File: src/rtl/key_pkg.sv
// Shared definitions for the synthetic key driver: FSM state codes and the
// electrical sense of a pressed key.
package key_pkg;

    // Dense 2-bit encoding; every code is a legal state.
    typedef enum logic [1:0] {
        IDLE    = 2'b00,
        PRESS   = 2'b01,
        RELEASE = 2'b10,
        DONE    = 2'b11
    } key_state_e;

    // A pressed pushbutton pulls its line low.
    localparam logic KEY_ACTIVE = 1'b0;

endpackage : key_pkg

File: src/rtl/cycle_timer.sv
// Loadable down-counter used to time the press and gap phases.
// load has priority over dec; dec at zero holds the value (never wraps).
module cycle_timer #(
    parameter int TIMER_W = 16
) (
    input  logic               clock,
    input  logic               reset,
    input  logic               load,
    input  logic [TIMER_W-1:0] load_value,
    input  logic               dec,
    output logic [TIMER_W-1:0] value,
    output logic               zero
);

    logic [TIMER_W-1:0] timer_q;
    logic [TIMER_W-1:0] timer_d;

    // Next timer value: reload, count down, or hold.
    always_comb begin
        timer_d = timer_q;
        if (load) begin
            timer_d = load_value;
        end else if (dec && (timer_q != '0)) begin
            timer_d = timer_q - TIMER_W'(1);
        end
    end

    // Timer register, cleared asynchronously on active-low reset.
    always_ff @(posedge clock or negedge reset) begin
        if (!reset) begin
            timer_q <= '0;
        end else begin
            timer_q <= timer_d;
        end
    end

    assign value = timer_q;
    assign zero  = (timer_q == '0);

endmodule : cycle_timer

File: src/rtl/key_press_driver.sv
// Synthesizes an active-low pushbutton waveform: a burst of press_count
// press/release cycles per accepted start, followed by a one-cycle done.
//
// Request handshake: start is a one-cycle request with no back-pressure.
// It is accepted only in IDLE (busy == 0); press_count is captured in that
// same cycle. A start seen while busy (PRESS, RELEASE or DONE) is dropped,
// not queued.
module key_press_driver
    import key_pkg::*;
#(
    parameter int PRESS_CYCLES = 4,
    parameter int GAP_CYCLES   = 4,
    parameter int TIMER_W      = 16
) (
    input  logic       clock,
    input  logic       reset,
    input  logic       start,
    input  logic [7:0] press_count,
    output logic       key_out,
    output logic       busy,
    output logic       done
);

    localparam logic [TIMER_W-1:0] PRESS_LOAD = TIMER_W'(PRESS_CYCLES - 1);
    localparam logic [TIMER_W-1:0] GAP_LOAD   = TIMER_W'(GAP_CYCLES - 1);

    key_state_e         state_q;
    key_state_e         state_d;
    logic [7:0]         remaining_q;
    logic [7:0]         remaining_d;

    logic               timer_load;
    logic [TIMER_W-1:0] timer_load_value;
    logic               timer_dec;
    logic [TIMER_W-1:0] timer_value;
    logic               timer_zero;

    cycle_timer #(
        .TIMER_W (TIMER_W)
    ) u_cycle_timer (
        .clock      (clock),
        .reset      (reset),
        .load       (timer_load),
        .load_value (timer_load_value),
        .dec        (timer_dec),
        .value      (timer_value),
        .zero       (timer_zero)
    );

    // Next-state logic, timer control and press bookkeeping.
    always_comb begin
        state_d          = state_q;
        remaining_d      = remaining_q;
        timer_load       = 1'b0;
        timer_load_value = PRESS_LOAD;
        timer_dec        = 1'b0;

        unique case (state_q)
            IDLE: begin
                if (start) begin
                    if (press_count != 8'd0) begin
                        state_d          = PRESS;
                        timer_load       = 1'b1;
                        timer_load_value = PRESS_LOAD;
                        remaining_d      = press_count;
                    end else begin
                        // Empty burst: no press, but completion still reported.
                        state_d = DONE;
                    end
                end
            end
            PRESS: begin
                if (timer_zero) begin
                    state_d          = RELEASE;
                    timer_load       = 1'b1;
                    timer_load_value = GAP_LOAD;
                    if (remaining_q != 8'd0) begin
                        remaining_d = remaining_q - 8'd1;
                    end
                end else begin
                    timer_dec = 1'b1;
                end
            end
            RELEASE: begin
                if (timer_zero) begin
                    if (remaining_q != 8'd0) begin
                        state_d          = PRESS;
                        timer_load       = 1'b1;
                        timer_load_value = PRESS_LOAD;
                    end else begin
                        state_d = DONE;
                    end
                end else begin
                    timer_dec = 1'b1;
                end
            end
            DONE: begin
                state_d = IDLE;
            end
            default: begin
                state_d = IDLE;
            end
        endcase
    end

    // State and press-count registers, cleared asynchronously on reset.
    always_ff @(posedge clock or negedge reset) begin
        if (!reset) begin
            state_q     <= IDLE;
            remaining_q <= 8'd0;
        end else begin
            state_q     <= state_d;
            remaining_q <= remaining_d;
        end
    end

    // Moore outputs decoded from state alone, so reset forces them at once.
    assign key_out = (state_q == PRESS) ? KEY_ACTIVE : ~KEY_ACTIVE;
    assign busy    = (state_q != IDLE);
    assign done    = (state_q == DONE);

endmodule : key_press_driver

File: config.mk
export PLATFORM = sky130hd
export DESIGN_NAME = key_press_driver
export DESIGN_NICKNAME = d
export VERILOG_FILES = /design/src/rtl/key_pkg.sv /design/src/rtl/cycle_timer.sv /design/src/rtl/key_press_driver.sv
export SDC_FILE = /design/constraint.sdc
export NUM_CORES = 1
export LEC_CHECK = 0
export CAP_MARGIN = 10
export CORE_MARGIN = 2
export CORE_UTILIZATION = 58
export CTS_BUF_LIST = sky130_fd_sc_hd__clkbuf_8 sky130_fd_sc_hd__clkbuf_16
export CTS_CLUSTER_SIZE = 40
export DETAILED_ROUTE_END_ITERATION = 8
export DONT_BUFFER_PORTS = 1
export GPL_TIMING_DRIVEN = 0
export PLACE_DENSITY = 0.74
export SETUP_SLACK_MARGIN = 0.15
export SLEW_MARGIN = 20
export SYNTH_ARGS = -nofsm -noshare
export SYNTH_HDL_FRONTEND = slang
export SYNTH_SLANG_ARGS = --single-unit
File: constraint.sdc
create_clock -name clock -period 3.4 [get_ports clock]
set_clock_uncertainty 0.1 [all_clocks]
set_input_delay 0.17 -clock clock [delete_from_list [all_inputs] [get_ports clock]]
set_output_delay 0.17 -clock clock [all_outputs]
set_load 0.02 [all_outputs]
# ---- After elaboration in Yosys (flattened, before gate mapping)
# Cells that the tools add are included.
dict set report totals {
  reg_bits 26
  input_bits 11
  output_inout_bits 3
  wordCells 47
}
dict set report classes {
  n_addsub 2
  n_eq_ne 8
  n_mux 22
  n_reduce_logical 12
}
# cell count
set ops {}
lappend ops {{16-bit 2-to-1 mux} 2}
lappend ops {{8-bit 2-to-1 mux} 4}
lappend ops {{16-bit zero test} 1}
lappend ops {{8-bit case mux with 2 select lines} 1}
lappend ops {{16-bit nonzero test} 1}
lappend ops {{8-bit nonzero test} 2}
lappend ops {{16-bit by 1-bit subtractor with 16-bit output (second input constant)} 1}
lappend ops {{2-bit 2-to-1 mux} 5}
lappend ops {{2-bit inequality test (second input constant)} 5}
lappend ops {{1-bit 2-to-1 mux} 8}
lappend ops {{2-bit case mux with 4 select lines} 1}
lappend ops {{8-bit by 1-bit subtractor with 8-bit output (second input constant)} 1}
lappend ops {{2-bit nonzero test} 3}
lappend ops {{5-bit AND reduction} 1}
lappend ops {{2-bit == test (second input constant)} 2}
lappend ops {{1-bit case mux with 3 select lines} 1}
lappend ops {{3-bit AND reduction} 1}
lappend ops {{2-bit by 1-bit == test with 1-bit output (second input constant)} 1}
lappend ops {{2-bit zero test} 1}
lappend ops {{2-bit OR reduction} 1}
lappend ops {{1-bit logical AND} 1}

# ---- Logic depth before layout (Yosys ltp)
# Gate-level depths: netlist of the first run.
dict set report depth {
  ltp_word 6
  ltp_mapped 9
}

# ---- Hierarchy
# A second synthesis of the first run with hierarchy kept.
dict set report unflattened {
  cells_unflattened 218
  area_unflattened_um2 1928.1
}
# module instances cells_per_inst area_per_inst_um2
set modules_own_cells {}
lappend modules_own_cells {cycle_timer 1 124 1063.5}
lappend modules_own_cells {key_press_driver 1 94 864.6}

# ---- Worst setup path after synthesis of the first run
# OpenSTA, ideal clock, no wires.
dict set report synth_timing {
  path_type {register to register}
  from {register u_cycle_timer.timer_q[6] (netlist: u_cycle_timer.value[6])}
  to {register remaining_q[0]}
  setup_ps 137
  arrival_time_ps 2199
  required_time_ps 3163
  setup_slack_ps 965
  path_stages_with_launch 8
  path_cell_list {dfrtp_1 -> or4_1 -> buf_2 -> or4_4 -> buf_6 -> a2111o_1 -> o21ai_0 -> a21oi_1}
}
dict set report synth_between {
  elab_chain_len 3
}
# item line
set synth_lines {}
lappend synth_lines {{from (decl)} cycle_timer.sv:15} ;# logic [TIMER_W-1:0] timer_q;
lappend synth_lines {{from (signal assigned)} cycle_timer.sv:33} ;# timer_q <= timer_d;
lappend synth_lines {{16-bit zero test} cycle_timer.sv:38} ;# assign zero = (timer_q == '0);
lappend synth_lines {{2-bit inequality test (no line)} n/a}
lappend synth_lines {{5-bit AND reduction (no line)} n/a}
lappend synth_lines {{to (signal assigned)} key_press_driver.sv:113} ;# remaining_q <= remaining_d;
lappend synth_lines {{to (decl)} key_press_driver.sv:29} ;# logic [7:0] remaining_q;
# No other way between the ends.
# A chain may end at the register's enable or synchronous reset.

# ---- Worst setup path after layout of the first run
dict set report layout_timing {
  from {register u_cycle_timer.timer_q[6] (netlist: u_cycle_timer.value[6])}
  to {register u_cycle_timer.timer_q[11] (netlist: u_cycle_timer.value[11])}
}
dict set report layout_between {
  elab_chain_len 5
  elab_cells_between_ends 12
  classes_between {1 x add/sub; 7 x mux; 4 x reduce/logical}
}
# item
set layout_lines {}
lappend layout_lines {{branches (longest 5 deep; another with 16-bit by 1-bit subtractor with 16-bit output)}}
# Several ways; the timed one is not identified. The select of a mux whose other input is x is not followed.

==> results.md, run 1 <==
Place:
- The number of placed instances with taps included is 214.
- The last weighted congestion value of the routability-driven placer is 0.8919.
- Detailed placement finished with a half-perimeter wire length of 2578 µm.
- The number of port buffers is 0.

Setup path:
- The stage delay of the slowest cell on the critical path is 0.55 ns.
- Walking the worst path, the cells encountered are or4_1 > buf_2 > nor4_4 > o21ai_0 > a21oi_2 > buf_2 > nor2_1.
- The endpoint identified for the worst register-to-register timing path is u_cycle_timer.value[11]$_DFFE_PN0P_.
- The type of element capturing the critical path is a register.
- The reg-to-reg critical path startpoint is u_cycle_timer.value[6]$_DFFE_PN0P_.
- Along the worst path, the maximum fanout reaches 10.
- The setup path with the least slack is of type register to register.
- On the critical path, the stage with the largest delay is an instance of sky130_fd_sc_hd__nor4_4.
- For the worst flop-to-flop path, the logic depth is 7.
- The critical path starts at u_cycle_timer.value[6]$_DFFE_PN0P_.
- The cell with the most instances on the worst path is sky130_fd_sc_hd__buf_2.
- For the worst setup path, the data required time is 3.46 ns.
- The type of origin of the critical path is a register.
- For the worst setup path, the data arrival time is between 2 and 3 ns.
- The register-to-register path setup slack is roughly 0.60 ns.

Timing:
- The transition time at the pin with the least slew margin is 0.6794 ns.
- The highest attainable clock frequency is approximately 360 MHz.
- For the finished layout, the period the worst path requires is roughly 2.8 ns.
- The part of the cycle the worst path needs is 0.8245.
- Setup repair after global routing left no endpoint under its margin.
- Setup violations remaining at the end of the flow were counted as 0.
- The final-report hold violation count is 0.
- Setup total negative slack on the finished layout was measured at 0 ns.
- The worst-case headroom to the max-slew limit is 0.5461.
- The number of pins exceeding their max-slew limit in the final report came to 0.

Logic synthesis:
- The total number of yosys warnings is 0.
- The count of state elements after synthesis is 26.
- The share of synthesized flip-flops with an asynchronous set or reset is 1.000.
- A synthesized cell averages 9.162 µm².
- The post-synthesis instance area is 1677 µm².
- The number of cells produced by synthesis is 183.
- The share of the synthesized area in the top cell type is 0.3881.
- When the netlist entered floorplanning its net count stood at 202.
- The share of the Yosys chip area taken by registers is 0.3881.
- By area the synthesized netlist is led by sky130_fd_sc_hd__dfrtp_1 39%, sky130_fd_sc_hd__ha_1 6.0%, sky130_fd_sc_hd__nor2_1 5.1%, sky130_fd_sc_hd__xor2_1 4.2%, sky130_fd_sc_hd__xnor2_1 3.1%.
- The count of flip-flops with a built-in enable after synthesis is 0.
- The most frequently used flop master after synthesis is sky130_fd_sc_hd__dfrtp_1.
- sky130_fd_sc_hd__dfrtp_1 takes more of the synthesized area than any other cell.
- The number of distinct library cells after synthesis is 45.

Power:
- Of the total power, registers draw 0.333.
- The internal power contribution is approximately 910 µW.
- The proportion of total power due to net switching is 0.4633.
- The design draws 1703 µW.
- Of the total power, combinational logic draws 0.564.
- The analysis attributes to net switching a power of 789.0 µW.
- For this design the ratio of total power to cell area is between 900 and 1000 nW/µm².
- The worst supply voltage drop on vdd is 0.5490 mV.
- The standby leakage power is 0.0007770 µW.
- The share of total power dissipated in the clock network is 0.103.

Route:
- Before antenna repair, the detailed router went through 4 iterations.
- The number of vias per cell is 6.388.
- The first routing iteration left 97 violations.
- Across all layers, the routed design uses 1399 vias.
- The overall routed net length is 3603 µm.
- The remaining antenna violation count is 0.
- After detailed routing, the number of remaining DRC violations is 0.
- Dividing the detail-routed wire length by the instance count gives between 15 and 20 µm.

Die:
- The effective utilization at floorplan is 0.6080.
- The vertical extent of the die is just under 60 µm.
- The boundary pin count is 14.
- In this run the horizontal extent of the chip is 57.77 µm.
- The die covers 3337 µm².
- The area of the core is 2758 µm².
- The number of placement rows is 19.

Hold path:
- For hold timing, the worst endpoint is remaining_q[5]$_DFFE_PN0P_.
- The startpoint identified for the worst hold timing path is press_count[5].
- Along the worst hold path, the cell count comes to 2.
- The worst hold path belongs to the class input port to register.

Clock tree:
- The clock reaches the later pin of the worst-skew pair after 0.27 ns.
- The clock net in this run drives a total of 26 sinks.
- The total of hold buffers inserted after clock tree synthesis is 2.
- The maximum clock path buffer count is 2.
- The clock transition at the registers of the reported paths is ~0.080 ns.
- After clock tree synthesis, the setup repair step added 0 buffers.
- Once the clock tree was built, the resizer swapped 0 gates to a different size.
- The buffer type at the clock tree root is sky130_fd_sc_hd__clkbuf_8.
- TritonCTS built the clock tree.
- Buffers inserted during clock tree synthesis total 3.
- The depth of the CTS H-tree is 1.

Cells and area:
- For this run, the number of standard cells in the final layout without fillers is 219.
- The number of nets in the final layout is around 210.
- The post-route core utilization is 0.6479.
- Relative to the synthesized area, the layout overhead comes to 6.567%.
- The fraction of final layout cells sized beyond drive strength 1 is 0.09574.
- In the layout the commonest cells are 26 x sky130_fd_sc_hd__dfrtp_1, 23 x sky130_fd_sc_hd__nor2_1, 10 x sky130_fd_sc_hd__nand2_1, 10 x sky130_fd_sc_hd__a21oi_1, 9 x sky130_fd_sc_hd__inv_1.
- The library cell used most frequently in the layout, excluding fill and tap cells, is sky130_fd_sc_hd__dfrtp_1.
- The number of antenna diodes in the final layout is 0.

Global routing:
- The overall track demand over capacity in global routing is 0.2283.
- The first global-routing pass estimated just under 6000 µm of wire.
- The via count of the first global-routing pass was 1376.
- Entering global routing, the biggest net connects 27 pins.
- The initial antenna violation count is 0.
- The total overflow left after global routing is 0.

Flow run:
- The reported max-cap violation count is 0.

Run status:
- The run finished with clean final reports.
how the worst max path moves through the flow:
stage / end / slack [ns] / cells past startpoint
5_1_grt: u_cycle_timer.value[6]$_DFFE_PN0P_ / 0.45 / 7
4_1_cts: u_cycle_timer.value[13]$_DFFE_PN0P_ / 0.58 / 7
2_1_floorplan: remaining_q[0]$_DFFE_PN0P_ / 0.96 / 7
6_report: u_cycle_timer.value[11]$_DFFE_PN0P_ / 0.60 / 7
3_5_place_dp: u_cycle_timer.value[6]$_DFFE_PN0P_ / 0.62 / 7
3_3_place_gp: u_cycle_timer.value[11]$_DFFE_PN0P_ / 0.66 / 7
per-layer routing:
layer / part of all wire / GRT usage / up-vias
met5: 0 / 0 / -
li1: - / - / 671
met4: 0.021 / 0.09635 / 0
met3: 0.052 / 0.02679 / 9
met1: 0.45 / 0.2775 / 666
met2: 0.48 / 0.4075 / 53
Yosys cell counts (5+ instances only):
library cell and count:
sky130_fd_sc_hd__dfrtp_1 26, sky130_fd_sc_hd__xnor2_1 6, sky130_fd_sc_hd__inv_1 9, sky130_fd_sc_hd__or4_1 6, sky130_fd_sc_hd__nand2_1 10, sky130_fd_sc_hd__nand3_1 7
sky130_fd_sc_hd__nor3_1 5, sky130_fd_sc_hd__xor2_1 8, sky130_fd_sc_hd__a21oi_1 10, sky130_fd_sc_hd__ha_1 8, sky130_fd_sc_hd__nor2_1 23, sky130_fd_sc_hd__o21ai_0 7
worst max-delay path, delay by kind of cell, from the launching register on:
kind	cells	cell delay, ns
and+or+nand+nor	3	1.15
buffers and inverters	2	0.46
DFF	1	0.41
AOI/OAI and AO/OA	2	0.57
sequential cells by signal (all words and copies together) (netlist names):
name and count:
remaining_q 8, state_q 2, u_cycle_timer.value 16
final cells by class:
cell class,instances,area [µm²]
fillers,233,970.9
clock buffers,3,41.29
flip-flops and latches,26,650.6
multi-input cells,139,928.4
well taps,31,38.79
inverters,9,33.78
repair buffers,2,30.03
plain buffers,9,63.81
cell families after synthesis:
kind of cell	share of synthesized area
XOR/XNOR	0.07314
AO/OA/AOI/OAI	0.1694
flip-flops	0.3881
multiplexers	0.005970
buffers and inverters	0.05820
AND/OR/NAND/NOR	0.2455
adder cells (fa/ha/maj)	0.05970
stage by stage:
step	cell area [µm²]	hold WS [ns]	setup slack (ns)
final	1787	0.02025	0.5965
after global routing	1787	0.01859	0.4542
after CTS	1787	0.01551	0.5765
after detailed placement	1715	-0.2250	0.6160
after global placement	1715	-0.2250	0.6554
after floorplan	1677	-0.2256	0.9646
power by group through the flow:
| stage | sequential, µW | combinational [µW] | clock [µW] |
|---|---|---|---|
| global placement | 558 | 901 | 0 |
| detailed placement | 569 | 937 | 0 |
| CTS | 563 | 955 | 179 |
| global route | 580 | 1070 | 188 |
| finish | 567 | 961 | 175 |
| floorplan | 536 | 780 | 0 |
(Power assumes the default switching activity.)
==> run 2: changes to the inputs <==
- ABC_AREA: default -> 1
- clock period: 3.4 -> 2.75 ns (I/O delays scaled with it)
==> results.md, run 2 <==
Timing:
- The highest attainable clock frequency is 512.9 MHz (+44%).
- The worst-case headroom to the max-slew limit is 0.6856 (+0.1395).
- The number of endpoints failing setup at the final stage was 0 (unchanged).
- The tightest hold margin is 0.02420 ns (+0.003954 ns).
- The number of pins exceeding their max-slew limit in the final report was 0 (unchanged).
- The post-layout worst setup margin was 0.8002 ns (+0.2036 ns).
- The sum of negative setup slack was 0 ns (unchanged).
- The transition time at the pin with the least slew margin is 0.4715 ns (-0.2078 ns).
- The final-report hold violation count is 0 (unchanged).
- Setup repair after global routing left no endpoint under its margin.
- The part of the cycle the worst path needs is 0.7090 (-0.1155).
- The final critical path time including I/O delays and setup is 1.950 ns (-0.8536 ns).

Cells and area:
- The number of nets in the final layout is 292 (+40%).
- The fraction of final layout cells sized beyond drive strength 1 came to 0.1107 (+0.01496).
- The final instance area is 2026 µm² (+13%).
- The library cell used most frequently in the layout, excluding fill and tap cells, is sky130_fd_sc_hd__nand2_1.
- The post-route core utilization is 0.6581 (+0.01022).
- The number of inserted diodes was 0 (unchanged).
- The total area of multi-input combinational cells is 1067 µm² (+15%).
- In the layout the commonest cells are 55 x sky130_fd_sc_hd__nand2_1, 46 x sky130_fd_sc_hd__nor2_1, 33 x sky130_fd_sc_hd__inv_1.
- The number of fillers in the final layout is 287 (+23%).
- The sequential standard cell area is 650.6 µm² (unchanged).
- The number of flip-flops in the largest register was 16 (unchanged).
- From synthesis to final layout, the design area changed by 7.789%.

Global routing:
- The initial antenna violation count is 0 (unchanged).
- The overall track demand over capacity in global routing is 0.2281 (about the same).
- The via count of the first global-routing pass is 1539 (+12%).
- The global-route wire length before repair is 6306 µm (+6.2%).
- The remaining global-route overflow is 0 (unchanged).
- The maximum number of pins on one net before global-route repair was 27 (unchanged).

Run status:
- The flow ran to the end, and the final reports show no timing, DRC or antenna violations.

Setup path:
- The endpoint arrival time on the critical path came to 2.06 ns (-0.80 ns).
- The worst setup path is captured at a register.
- The stage delay of the slowest cell on the critical path is 0.42 ns (-0.13 ns).
- The required time of the worst setup path was 2.86 ns (-0.60 ns).
- The type of origin of the critical path is a register.
- The cell with the most instances on the worst path is sky130_fd_sc_hd__nand2_1.
- The master of the slowest instance on the critical path is sky130_fd_sc_hd__ha_1.
- The highest fanout seen on the critical path is 10 (unchanged).
- The signal on the critical path passes through inv_1 > ha_1 > buf_1 > nand4_1 > nand2_1 > nand2_1 > nor2_1.
- The worst setup path category is register to register.

Logic synthesis:
- The share of the synthesized area in the top cell type was 0.3462 (-0.04185).
- The most repeated cell in the gate-level netlist after synthesis is sky130_fd_sc_hd__nand2_1.
- The library cell with the largest summed area after synthesis is sky130_fd_sc_hd__dfrtp_1.
- The most used flip-flop cell after synthesis is sky130_fd_sc_hd__dfrtp_1.
- Sorting the synthesized cells by how often they occur yields 55 x sky130_fd_sc_hd__nand2_1, 46 x sky130_fd_sc_hd__nor2_1, 33 x sky130_fd_sc_hd__inv_1, 26 x sky130_fd_sc_hd__dfrtp_1, 24 x sky130_fd_sc_hd__nand3_1.
- The mean cell area of the mapped netlist came to 7.119 µm² (-22%).
- Sorting the synthesized cells by area gives the leading types as sky130_fd_sc_hd__dfrtp_1 35%, sky130_fd_sc_hd__nand2_1 11%, sky130_fd_sc_hd__nor2_1 9.2%, sky130_fd_sc_hd__inv_1 6.6%, sky130_fd_sc_hd__nand3_1 6.4%.
- The post-synth net total came to 283 (+40%).
- The count of state elements after synthesis is 26 (unchanged).
- The total number of yosys warnings was 0 (unchanged).
- The post-synthesis instance area came to 1879 µm² (+12%).
- The share of synthesized flip-flops with an asynchronous set or reset is 1.000 (unchanged).
- The count of flip-flops with a built-in enable after synthesis came to 0 (unchanged).
- The number of distinct library cells after synthesis came to 26 (-42%).
- The sequential fraction of the synthesis area is 0.3462 (-0.04185).
- The number of cells produced by synthesis is 264 (+44%).

Power:
- The worst supply voltage drop on vdd came to 0.6151 mV (+12%).
- The standby leakage power is 0.001036 µW (+33%).
- The areal power density over the cells was 1177 nW/µm² (+24%).

Place:
- The half-perimeter wire length after placement came to 2825 µm (+9.6%).
- The number of port buffers is 0 (unchanged).
- The cell area reported after detailed placement came to 1934 µm² (+13%).
- The worst setup slack after placement is 0.8327 ns (+0.2167 ns).
- The last weighted congestion value of the routability-driven placer is 0.8412 (-5.7%).

Clock tree:
- The clock insertion delay at the later pin of the skew report is 0.27 ns (about the same).
- The depth of the CTS H-tree came to 1 (unchanged).
- The clock transition at the registers of the reported paths was 0.09 ns (about the same).
- The root buffer cell chosen for the clock tree is sky130_fd_sc_hd__clkbuf_8.
- The TritonCTS buffer count came to 3 (unchanged).
- The clock net sink count came to 26 (unchanged).
- The total setup buffers inserted after CTS is 0 (unchanged).
- The maximum clock path buffer count was 2 (unchanged).
- The clock tree from TritonCTS is built.

Route:
- The overall routed net length was 3749 µm (+4.1%).
- The violation count after the first detailed-routing iteration came to 76 (-22%).
- The total via count after detailed routing is 1587 (+13%).
- The number of detailed-route iterations in the first pass was 4 (unchanged).
- The routed length per instance is 11.90 µm (-28%).
- The number of vias per cell is 5.038 (-21%).
- The total DRC errors in the routed layout came to 0 (unchanged).
- The remaining antenna violation count is 0 (unchanged).

Die:
- The boundary pin count is 14 (unchanged).
- The die outline width was 60.92 µm (+5.5%).
- The vertical extent of the die is 60.92 µm (+5.5%).
- The number of placement rows is 20 (+1).
- The effective utilization at floorplan is 0.6106 (+0.002584).
- The area of the core is 3078 µm² (+12%).
- The area of the die is 3711 µm² (+11%).

Hold path:
- The class of the tightest hold or removal check is input port to register.

Flow run:
- The reported max-cap violation count came to 0 (unchanged).
-- run 2: cell types whose count changed after synthesis, sizes merged, moves of 4 or more --
cell    delta
nor2      +30
nand2     +51
o22ai      -4
nand3     +20
or4        -7
o21ai      +9
inv       +26
xnor2      -6
nor4       -5
nor3       -5
a21oi      -8
o21bai     +6
nand4     +10
-- run 2: metal layers --
metal | share of wire | global-route usage | wire length (µm) | vias to the layer above
met3 | 0.019 | 0.02559 | 73 | 7
li1 | - | - | - | 861
met5 | 0 | 0 | 0 | -
met4 | 0.018 | 0.08696 | 68 | 0
met2 | 0.48 | 0.4025 | 1801 | 19
met1 | 0.48 | 0.2853 | 1805 | 700
-- run 2: what timing repair did --
item	CTS	global route
hold buffers	4	0
resized for setup	0	0
endpoints found under the hold margin	28	0
-- run 2: area by class of cell --
cell class / count / area share
multi-input combinational: 199 / 0.5269
tap: 44 / 0.02718
inverter: 35 / 0.06485
sequential: 26 / 0.3212
clock buffer: 3 / 0.02038
timing repair buffer: 4 / 0.02471
buffer: 4 / 0.01482
-- run 2: cells by family (layout without fill, tap and decap cells) --
logic type / count (synthesis) / in the layout / synth area share
compound gates: 26 / 26 / 0.09121
flops: 26 / 26 / 0.3462
buf+inv: 39 / 46 / 0.08588
simple gates: 159 / 159 / 0.3955
xor+xnor: 6 / 6 / 0.02796
fa+ha+maj: 8 / 8 / 0.05326
-- run 2: report_power, final --
| group | internal, µW | total (µW) | switching (µW) |
|---|---|---|---|
| sequential | 542 | 695 | 152 |
| combinational | 520 | 1470 | 954 |
| clock | 98.2 | 216 | 117 |
| total | 1160 | 2380 | 1220 |
-- run 2: worst paths after layout --
check,startpoint,to,slack (ns),cells past startpoint
max in group asynchronous,reset,u_cycle_timer.value[14]$_DFFE_PN0P_,2.21,2
setup reg to reg,state_q[0]$_DFFE_PN0P_,u_cycle_timer.value[14]$_DFFE_PN0P_,0.80,7
hold / removal,press_count[0],remaining_q[0]$_DFFE_PN0P_,0.02,4
setup / recovery,state_q[0]$_DFFE_PN0P_,u_cycle_timer.value[14]$_DFFE_PN0P_,0.80,7
hold reg to reg,remaining_q[0]$_DFFE_PN0P_,remaining_q[0]$_DFFE_PN0P_,0.41,2
min in group asynchronous,reset,state_q[1]$_DFFE_PN0P_,0.19,2
-- run 2: through the flow --
stage,total power (µW),cells
2_1_floorplan,1875,264
3_3_place_gp,2130,308
3_5_place_dp,2154,308
4_1_cts,2390,315
5_1_grt,2627,315
6_report,2385,315
-- run 2: critical path: cells and delay by family, from the launching register on --
family	cells	cell delay, ns
buffers and inverters	2	0.53
AND/OR/NAND/NOR	4	0.42
adder cells (fa/ha/maj)	1	0.42
flip-flops	1	0.41
